## config.mk

```make
export PLATFORM = sky130hd
export DESIGN_NAME = gate_sweep_sequencer
export DESIGN_NICKNAME = d
export VERILOG_FILES = /design/src/rtl/gate_sweep_sequencer.sv
export SDC_FILE = /design/constraint.sdc
export NUM_CORES = 1
export LEC_CHECK = 0
export CAP_MARGIN = 10
export CORE_ASPECT_RATIO = 2
export CORE_MARGIN = 10
export CORE_UTILIZATION = 45
export CTS_CLUSTER_SIZE = 10
export DETAILED_ROUTE_END_ITERATION = 12
export HOLD_SLACK_MARGIN = 0.05
export PLACE_DENSITY = 0.7
export SLEW_MARGIN = 20
export SYNTH_ARGS = -nofsm -noshare
export SYNTH_HDL_FRONTEND = slang
export SYNTH_SLANG_ARGS = --single-unit
```

## constraint.sdc

```tcl
create_clock -name clk -period 1.71 [get_ports clk]
set_input_delay 0.4275 -clock clk [delete_from_list [all_inputs] [get_ports clk]]
set_output_delay 0.4275 -clock clk [all_outputs]
set_load 0.01 [all_outputs]
```

## src/rtl/gate_sweep_sequencer.sv

```systemverilog
// rtl/gate_sweep_sequencer.sv - self-test sweep sequencer for the logic-gate selector datapath
//
// Purpose: on start, drives every gate select (0..6) with every {a,b} pair,
// samples gate_y after SETTLE_CYCLES cycles per vector, reports each gate's
// 4-bit truth table and compares it with the built-in golden tables.
//
// Ports:
//   clk, rst_n        clock, asynchronous active-low reset
//   start, abort      level-sampled control requests
//   gate_y            datapath output under test
//   gate_a, gate_b    operand drive to the datapath
//   gate_sel          gate select drive
//   busy, done, pass  sweep status; pass valid while done
//   fail_mask         bit g set when gate g mismatched golden
//   tt_valid          one-cycle strobe qualifying tt_sel/tt_bits
//   tt_sel, tt_bits   gate just measured and its table (bit k = y for {a,b}=k)

module gate_sweep_sequencer #(
   parameter int SETTLE_CYCLES = 2
) (
   input  logic       clk,
   input  logic       rst_n,
   input  logic       start,
   input  logic       abort,
   input  logic       gate_y,
   output logic       gate_a,
   output logic       gate_b,
   output logic [2:0] gate_sel,
   output logic       busy,
   output logic       done,
   output logic       pass,
   output logic [6:0] fail_mask,
   output logic       tt_valid,
   output logic [2:0] tt_sel,
   output logic [3:0] tt_bits
);

   typedef enum logic [1:0] {IDLE, SETTLE, REPORT, DONE} state_t;

   localparam logic [3:0] CNT_LAST = 4'(SETTLE_CYCLES - 1);
   localparam logic [2:0] LAST_GATE = 3'd6;

   state_t     state, state_nx;
   logic [2:0] gate, gate_nx;
   logic [1:0] k, k_nx;
   logic [3:0] cnt, cnt_nx;
   logic [3:0] tbl, tbl_nx;
   logic [3:0] cap;

   logic       gate_a_nx, gate_b_nx;
   logic [2:0] gate_sel_nx;
   logic       busy_nx, done_nx, pass_nx;
   logic [6:0] fail_mask_nx;
   logic       tt_valid_nx;
   logic [2:0] tt_sel_nx;
   logic [3:0] tt_bits_nx;

   function automatic logic [3:0] golden(input logic [2:0] g);
      case (g)
         3'd0:    golden = 4'b1000;
         3'd1:    golden = 4'b1110;
         3'd2:    golden = 4'b0011;
         3'd3:    golden = 4'b0111;
         3'd4:    golden = 4'b0001;
         3'd5:    golden = 4'b0110;
         3'd6:    golden = 4'b1001;
         default: golden = 4'b0000;
      endcase
   endfunction

   // Table as it will look once the current sample lands in bit k.
   always_comb begin
      cap    = tbl;
      cap[k] = gate_y;
   end

   always_ff @(posedge clk or negedge rst_n) begin
      if (!rst_n) begin
         state     <= IDLE;
         gate      <= 3'd0;
         k         <= 2'd0;
         cnt       <= 4'd0;
         tbl       <= 4'd0;
         gate_a    <= 1'b0;
         gate_b    <= 1'b0;
         gate_sel  <= 3'd0;
         busy      <= 1'b0;
         done      <= 1'b0;
         pass      <= 1'b0;
         fail_mask <= 7'd0;
         tt_valid  <= 1'b0;
         tt_sel    <= 3'd0;
         tt_bits   <= 4'd0;
      end else begin
         state     <= state_nx;
         gate      <= gate_nx;
         k         <= k_nx;
         cnt       <= cnt_nx;
         tbl       <= tbl_nx;
         gate_a    <= gate_a_nx;
         gate_b    <= gate_b_nx;
         gate_sel  <= gate_sel_nx;
         busy      <= busy_nx;
         done      <= done_nx;
         pass      <= pass_nx;
         fail_mask <= fail_mask_nx;
         tt_valid  <= tt_valid_nx;
         tt_sel    <= tt_sel_nx;
         tt_bits   <= tt_bits_nx;
      end
   end

   always_comb begin
      state_nx     = state;
      gate_nx      = gate;
      k_nx         = k;
      cnt_nx       = cnt;
      tbl_nx       = tbl;
      gate_a_nx    = gate_a;
      gate_b_nx    = gate_b;
      gate_sel_nx  = gate_sel;
      busy_nx      = busy;
      done_nx      = done;
      pass_nx      = pass;
      fail_mask_nx = fail_mask;
      tt_valid_nx  = 1'b0;
      tt_sel_nx    = tt_sel;
      tt_bits_nx   = tt_bits;

      if (abort) begin
         // Abort beats start everywhere and discards any partial results.
         state_nx     = IDLE;
         busy_nx      = 1'b0;
         done_nx      = 1'b0;
         pass_nx      = 1'b0;
         fail_mask_nx = 7'd0;
         gate_a_nx    = 1'b0;
         gate_b_nx    = 1'b0;
         gate_sel_nx  = 3'd0;
      end else begin
         case (state)
            IDLE, DONE: begin
               gate_a_nx   = 1'b0;
               gate_b_nx   = 1'b0;
               gate_sel_nx = 3'd0;
               if (start) begin
                  state_nx     = SETTLE;
                  fail_mask_nx = 7'd0;
                  pass_nx      = 1'b0;
                  done_nx      = 1'b0;
                  busy_nx      = 1'b1;
                  cnt_nx       = 4'd0;
                  gate_nx      = 3'd0;
                  k_nx         = 2'd0;
                  tbl_nx       = 4'd0;
               end
            end
            SETTLE: begin
               if (cnt == CNT_LAST) begin
                  cnt_nx = 4'd0;
                  tbl_nx = cap;
                  if (k == 2'd3) begin
                     // Drive stays at {1,1} through the single REPORT cycle.
                     state_nx           = REPORT;
                     tt_valid_nx        = 1'b1;
                     tt_sel_nx          = gate;
                     tt_bits_nx         = cap;
                     fail_mask_nx[gate] = (cap != golden(gate));
                  end else begin
                     k_nx      = k + 2'd1;
                     gate_a_nx = k_nx[1];
                     gate_b_nx = k_nx[0];
                  end
               end else begin
                  cnt_nx = cnt + 4'd1;
               end
            end
            REPORT: begin
               if (gate == LAST_GATE) begin
                  state_nx    = DONE;
                  busy_nx     = 1'b0;
                  done_nx     = 1'b1;
                  pass_nx     = (fail_mask == 7'd0);
                  gate_a_nx   = 1'b0;
                  gate_b_nx   = 1'b0;
                  gate_sel_nx = 3'd0;
               end else begin
                  state_nx    = SETTLE;
                  gate_nx     = gate + 3'd1;
                  k_nx        = 2'd0;
                  cnt_nx      = 4'd0;
                  tbl_nx      = 4'd0;
                  gate_a_nx   = 1'b0;
                  gate_b_nx   = 1'b0;
                  gate_sel_nx = gate + 3'd1;
               end
            end
            default: state_nx = IDLE;
         endcase
      end
   end

endmodule
```

==> metrics, run 1 <==
status complete, but fails checks; violated checks setup timing; Slew Viols, Final 0; dpl hpwl 4.42 mm; worst-path cell chain buf_6, ha_4, and3_4, or3_4, a21oi_4, a31oi_1, o21ai_1; routability cong. roughly 0.9; Max-cap violations 0; Critical path buffers and inverters 1; total grt overflow 0; Clock Path Buffers 2; n_diodes 0; Slowest cell on crit path dfrtp_1; maximum clock rate 561 MHz; Synthesized Nets 241; post-route clock skew 0.00710 ns; IO Port Bufs 27; share of cells above drive strength 1 a little over two fifths; P_leak ~1.5 nW; CTS root buf clkbuf_8; Netlist cell types 50; CTS Buf Count 5; Routed Antenna Nets 0; CP Data Arrival Time 2.00 ns; #FFs+latches synth 38; mapped cell area 2140 um2; Die H 117 um; Final Instance Area 3270 um2; DRC 0; cts-stage hold buffer count 0; Post-DP Area 2880 um2; hold crit path type in -> async; final setup margin -0.0737 ns; CP max stage delay about 0.41 ns; CTS tree yes; TritonCTS sink count 38; syn avg cell area 9.59 um2; CP Max Fanout 6; minimum clock period 1.78 ns; Post-Place Cells around 350; die area 8080 um2; Total GRT Usage around 15%; Place WS -0.404 ns; Post-Route Setup TNS -0.582 ns; Crit. End Element register; via count of the first global-routing pass 2131; Worst IR Drop VDD 0.000602 V; first-pass GRT wire length 9.88 mm; WL/cell 15.9 um; Final Setup Violations 14; critical path launch point type register; final WL approximately 5.9 mm; Async S/R FF share, synth 100%; initial antenna violation count 0; vias per inst 5.41; actual slew at the worst max-slew pin about 0.5 ns; critical path's top delay family simple AND/OR/NAND/NOR gates; Seq/Total Area, Yosys between 40 and 50%; Crit Path Class reg -> reg; synthesis warning total 0; Syn Inst Count approximately 220; RSZ-0062 raised after global routing yes; Reg clk slew, reported paths approximately 0.070 ns; largest net degree at the start of global routing 39; Core Util, Final 71.0%; CP required 1.93 ns; Area Overhead vs Synth 52.8%; Clk Latency, worst-skew pair 0.29 ns; Layout Cells excl Fill 370; IO Pins 28; Post-synth EDFFs 0; final hold vios 0; Worst slew margin 66.6%; via count 2001; Nets ~330; starting density of the core 46.5%; CTS H-tree depth 2; DR pass1 iterations 4; top_reg_cell synth dfrtp_1; row count 35; period utilization 104%; DRT iter0 DRCs 40; pwr dens 806 nW/um2; Core Area 4600 um2; Die W 68.7 um
[sequential cells by signal, summed over array words and instances, names as in the netlist, 2 cells and up]
| register | flops |
|---|---|
| tbl | 4 |
| gate | 3 |
| cnt | 4 |
| tt_bits | 4 |
| state | 2 |
| fail_mask | 7 |
| k | 2 |
| tt_sel | 3 |
| gate_sel | 3 |
[cells in the final DEF, fill, tap and decap left out, types with 4 or more instances in the layout]
cell type	Yosys	final
buf_4	1	61
ha_4	0	6
nor2_1	17	16
nand2_1	22	21
a31oi_1	6	6
ha_1	13	6
dfrtp_2	0	4
inv_2	2	5
nand3_1	11	10
inv_1	11	7
o21ai_1	9	8
buf_6	0	5
clkdlybuf4s50_1	0	22
a21oi_1	10	6
a21oi_2	1	5
dfrtp_1	38	34
clkbuf_8	0	6
o21ai_2	1	5
o21ai_0	17	14
o211ai_1	5	5
[worst paths after layout]
path,start,to,slack [ns],cells past startpoint
worst min-delay path,rst_n,done,0.19,2
worst max-delay path,gate[1],tbl[2],-0.07,7
worst min register to register,tbl[0],tbl[0],0.48,2
worst max register to register,gate[1],tbl[2],-0.07,7
max in group asynchronous,rst_n,gate[2],1.15,2
min in group clk,tbl[0],tbl[0],0.48,2
[where the power goes]
group	internal [mW]	switching [mW]	leakage (nW)
clock network	0.311	0.297	0.0431
registers	0.991	0.0687	0.514
logic	0.504	0.464	0.946
[final cells by class]
class	count	area, um2
clock buffers	6	82.6
fillers	348	1330
multi-input cells	165	1320
well taps	55	68.8
inverters	13	51.3
flip-flops and latches	38	956
repair buffers	93	786
[timing repair]
action                                  in CTS  in global routing
gates resized for setup                     41                 21
pin swaps                                   12                  9
setup buffers                                7                  4
endpoints found under the setup margin      28                 31
[per-stage QoR]
step,power [mW],hold slack [ns]
after floorplan,1.48,0.132
after global placement,1.81,0.460
after detailed placement,1.83,0.470
after CTS,2.63,0.195
after global routing,2.79,0.221
final,2.63,0.186
[Yosys cell counts, types with 2 or more instances]
cell type,instances,share of area [%]
a21oi_1,10,2.3
a31oi_1,6,1.8
and2_1,2,0.59
buf_2,3,0.70
clkbuf_1,3,0.53
dfrtp_1,38,44
ha_1,13,7.6
inv_1,11,1.9
inv_2,2,0.35
mux2_2,2,1.1
mux2i_1,2,0.94
nand2_1,22,3.9
nand2b_1,2,0.59
nand3_1,11,2.6
nand4_1,2,0.59
nor2_1,17,3.0
nor2b_1,4,1.2
nor2b_2,2,0.82
nor3_1,2,0.47
nor4_1,2,0.59
o211ai_1,5,1.8
o21a_1,2,0.70
o21ai_0,17,4.0
o21ai_1,9,2.1
o311ai_0,3,1.2
o41ai_1,2,0.82
xnor2_1,4,1.6
xor2_1,3,1.2
[logic make-up after synthesis]
group	synth area share (%)
XOR/XNOR	3.63
adder cells (fa/ha/maj)	7.61
AO/OA/AOI/OAI	18.6
flip-flops	44.5
multiplexers	1.99
buffers and inverters	3.86
AND/OR/NAND/NOR	19.9
[layer usage]
layer,up-vias,GRT usage (%),part of all wire (%)
met2,34,29.2,60
met3,20,2.29,2.0
met4,0,6.45,3.4
met1,977,14.9,35
met5,-,0,0
li1,970,-,-
Note: power is estimated with default switching activity, not from simulation.
==> run 2, diff against run 1 <==
- CORE_ASPECT_RATIO: 2 -> 1.75
- GPL_TIMING_DRIVEN: default -> 1
==> run 2 against run 1 <==
Net effect: the run still ends with setup timing left; clock power increased by 28%; critical path depth is the same; maximum frequency grew 0.73%; wire length shrank 2.7%; clock skew is 0.0018 ns lower; worst setup slack improved by 0.013 ns; cell area shrank 0.31%; critical endpoint is now tbl[1]; highest routed layer unchanged.
==> metrics, run 2 (synthesized netlist as in run 1, its figures left out) <==
Clk Latency, worst-skew pair 0.29 ns (about the same); Biggest register fail_mask; CP Max Fanout 6 (unchanged); final hold vios 0 (unchanged); die area 8020 um2 (-0.73%); violated checks setup timing; Total GRT Usage 15.0% (-0.37 points); first-pass GRT wire length 9.94 mm (+0.57%); Max-cap violations 0 (unchanged); row count 33 (-5.7%); DR pass1 iterations 4 (unchanged); Crit Path Class reg -> reg; pwr dens 863 nW/um2 (+7.0%); via count 1969 (-1.6%); CTS root buf clkbuf_8; initial antenna violation count 0 (unchanged); Core Util, Final 69.8% (-1.2 points); Crit Reg-Reg Endpoint tbl[1]; Final Setup Violations 8 (-6); post-route clock skew 0.00533 ns (-0.00177 ns); status complete, but fails checks; Worst slew margin 67.4% (+0.86 points); hold crit path type in -> async; Place WS -0.387 ns (+0.0179 ns); critical path launch point type register; actual slew at the worst max-slew pin 0.489 ns (-0.0129 ns); CTS tree yes; Area Overhead vs Synth 52.3%; Slew Viols, Final 0 (unchanged); share of cells above drive strength 1 41.1% (-0.80 points); CP required 1.93 ns (about the same); RSZ-0062 raised after global routing yes; IO Pins 28 (unchanged); minimum clock period 1.77 ns (-0.0129 ns); Crit. End Element register; n_diodes 0 (unchanged); CTS Buf Count 5 (unchanged); origin of the critical flop-to-flop path gate[1]; WL/cell 15.9 um (-0.27%); routability cong. 0.865 (-2.0%); most frequent cells in the layout buf_4, dfrtp_1, clkdlybuf4s50_1; worst hold margin 0.186 ns (+0.000125 ns); Clock Path Buffers 2 (unchanged); period utilization 104% (-0.75 points); starting density of the core 45.8% (-0.67 points); P_leak 1.46 nW (-3.1%); Slowest cell on crit path dfrtp_2; CTS H-tree depth 2 (unchanged); Worst Reg2Reg Path Length in Cells 7 (unchanged); IO Port Bufs 27 (unchanged); TritonCTS sink count 38 (unchanged); worst-path cell chain buf_6, ha_4, and3_4, or3_4, a21oi_4, a31oi_1, o21ai_1; DRT iter0 DRCs 159 (+300%); total grt overflow 0 (unchanged); maximum clock rate 565 MHz (+0.73%); largest net degree at the start of global routing 39 (unchanged); DRC 0 (unchanged); Reg clk slew, reported paths 0.07 ns (about the same); max FFs per register 7 (unchanged); Core Area 4670 um2 (+1.5%); Die W 72.1 um (+4.9%); commonest non-fill, non-tap cell in the layout buf_4; final WL 5.73 mm (-2.7%); vias per inst 5.45 (+0.85%); final setup margin -0.0609 ns (+0.0129 ns); cts-stage hold buffer count 0 (unchanged); Die H 111 um (-5.4%); Nets 327 (-2.1%); Worst IR Drop VDD 0.000776 V (+29%); CP max stage delay 0.44 ns (+0.03 ns); CP Data Arrival Time 1.99 ns (about the same); Routed Antenna Nets 0 (unchanged); dpl hpwl 4.35 mm (-1.8%); via count of the first global-routing pass 2154 (+1.1%); flop2flop setup slack -0.06 ns (about the same)
-- run 2: cell types whose count changed in the layout (fill, tap and decap cells not counted), moves of 2 or more --
cell      delta
buf_6        -2
o311ai_2     +2
ha_4         +2
o311ai_1     -2
buf_4        -5
-- run 2: worst max-delay path by stage --
stage / slack, ns / from / endpoint / cells after the start
floorplan: -0.02 / gate[1] / fail_mask[5] / 7
global placement: -0.36 / start / tbl[1] / 6
detailed placement: -0.39 / start / tbl[2] / 6
CTS: -0.06 / gate[1] / tbl[2] / 7
global route: -0.13 / gate[1] / tbl[2] / 7
finish: -0.06 / gate[1] / tbl[1] / 7
-- run 2: cell type report --
| class | count | area, um2 |
|---|---|---|
| fillers | 341 | 1410 |
| multi-input cells | 165 | 1350 |
| flip-flops and latches | 38 | 956 |
| repair buffers | 86 | 722 |
| clock buffers | 6 | 82.6 |
| well taps | 52 | 65.1 |
| inverters | 13 | 53.8 |
| clock inverters | 1 | 30.0 |
-- run 2: critical path: cells and delay by family, from the launching register on --
kind / cells / cell delay, ns
fa+ha+maj: 1 / 0.16
flops: 1 / 0.44
simple gates: 2 / 0.52
buf+inv: 1 / 0.13
compound gates: 3 / 0.45
-- run 2: metal layers --
metal | track usage (%) | wire, um | vias to the layer above
met5 | 0 | 0 | -
met4 | 6.23 | 158 | 0
met3 | 2.24 | 157 | 11
met2 | 28.8 | 3380 | 41
met1 | 14.8 | 2030 | 961
li1 | - | - | 956
-- run 2: timing repair --
item / in CTS / in global routing
gates resized for setup: 52 / 12
gates cloned: 0 / 0
buffers inserted: 6 / 1
setup endpoints to repair: 21 / 25
pin swaps: 16 / 5
-- run 2: metrics by stage --
step	power, mW	std cells	TNS [ns]	instance area [um2]
floorplan	1.48	223	-0.0329	2170
global placement	1.82	348	-8.03	2860
detailed placement	1.84	348	-8.36	2860
CTS	2.80	360	-0.407	3200
global route	2.97	361	-1.58	3260
finish	2.81	361	-0.364	3260
-- run 2: power breakdown --
group	switching, mW	leakage (nW)	internal, mW	total [mW]
logic	0.456	0.885	0.505	0.961
registers	0.0817	0.514	0.991	1.07
clock network	0.310	0.0573	0.467	0.776
total	0.847	1.46	1.96	2.81
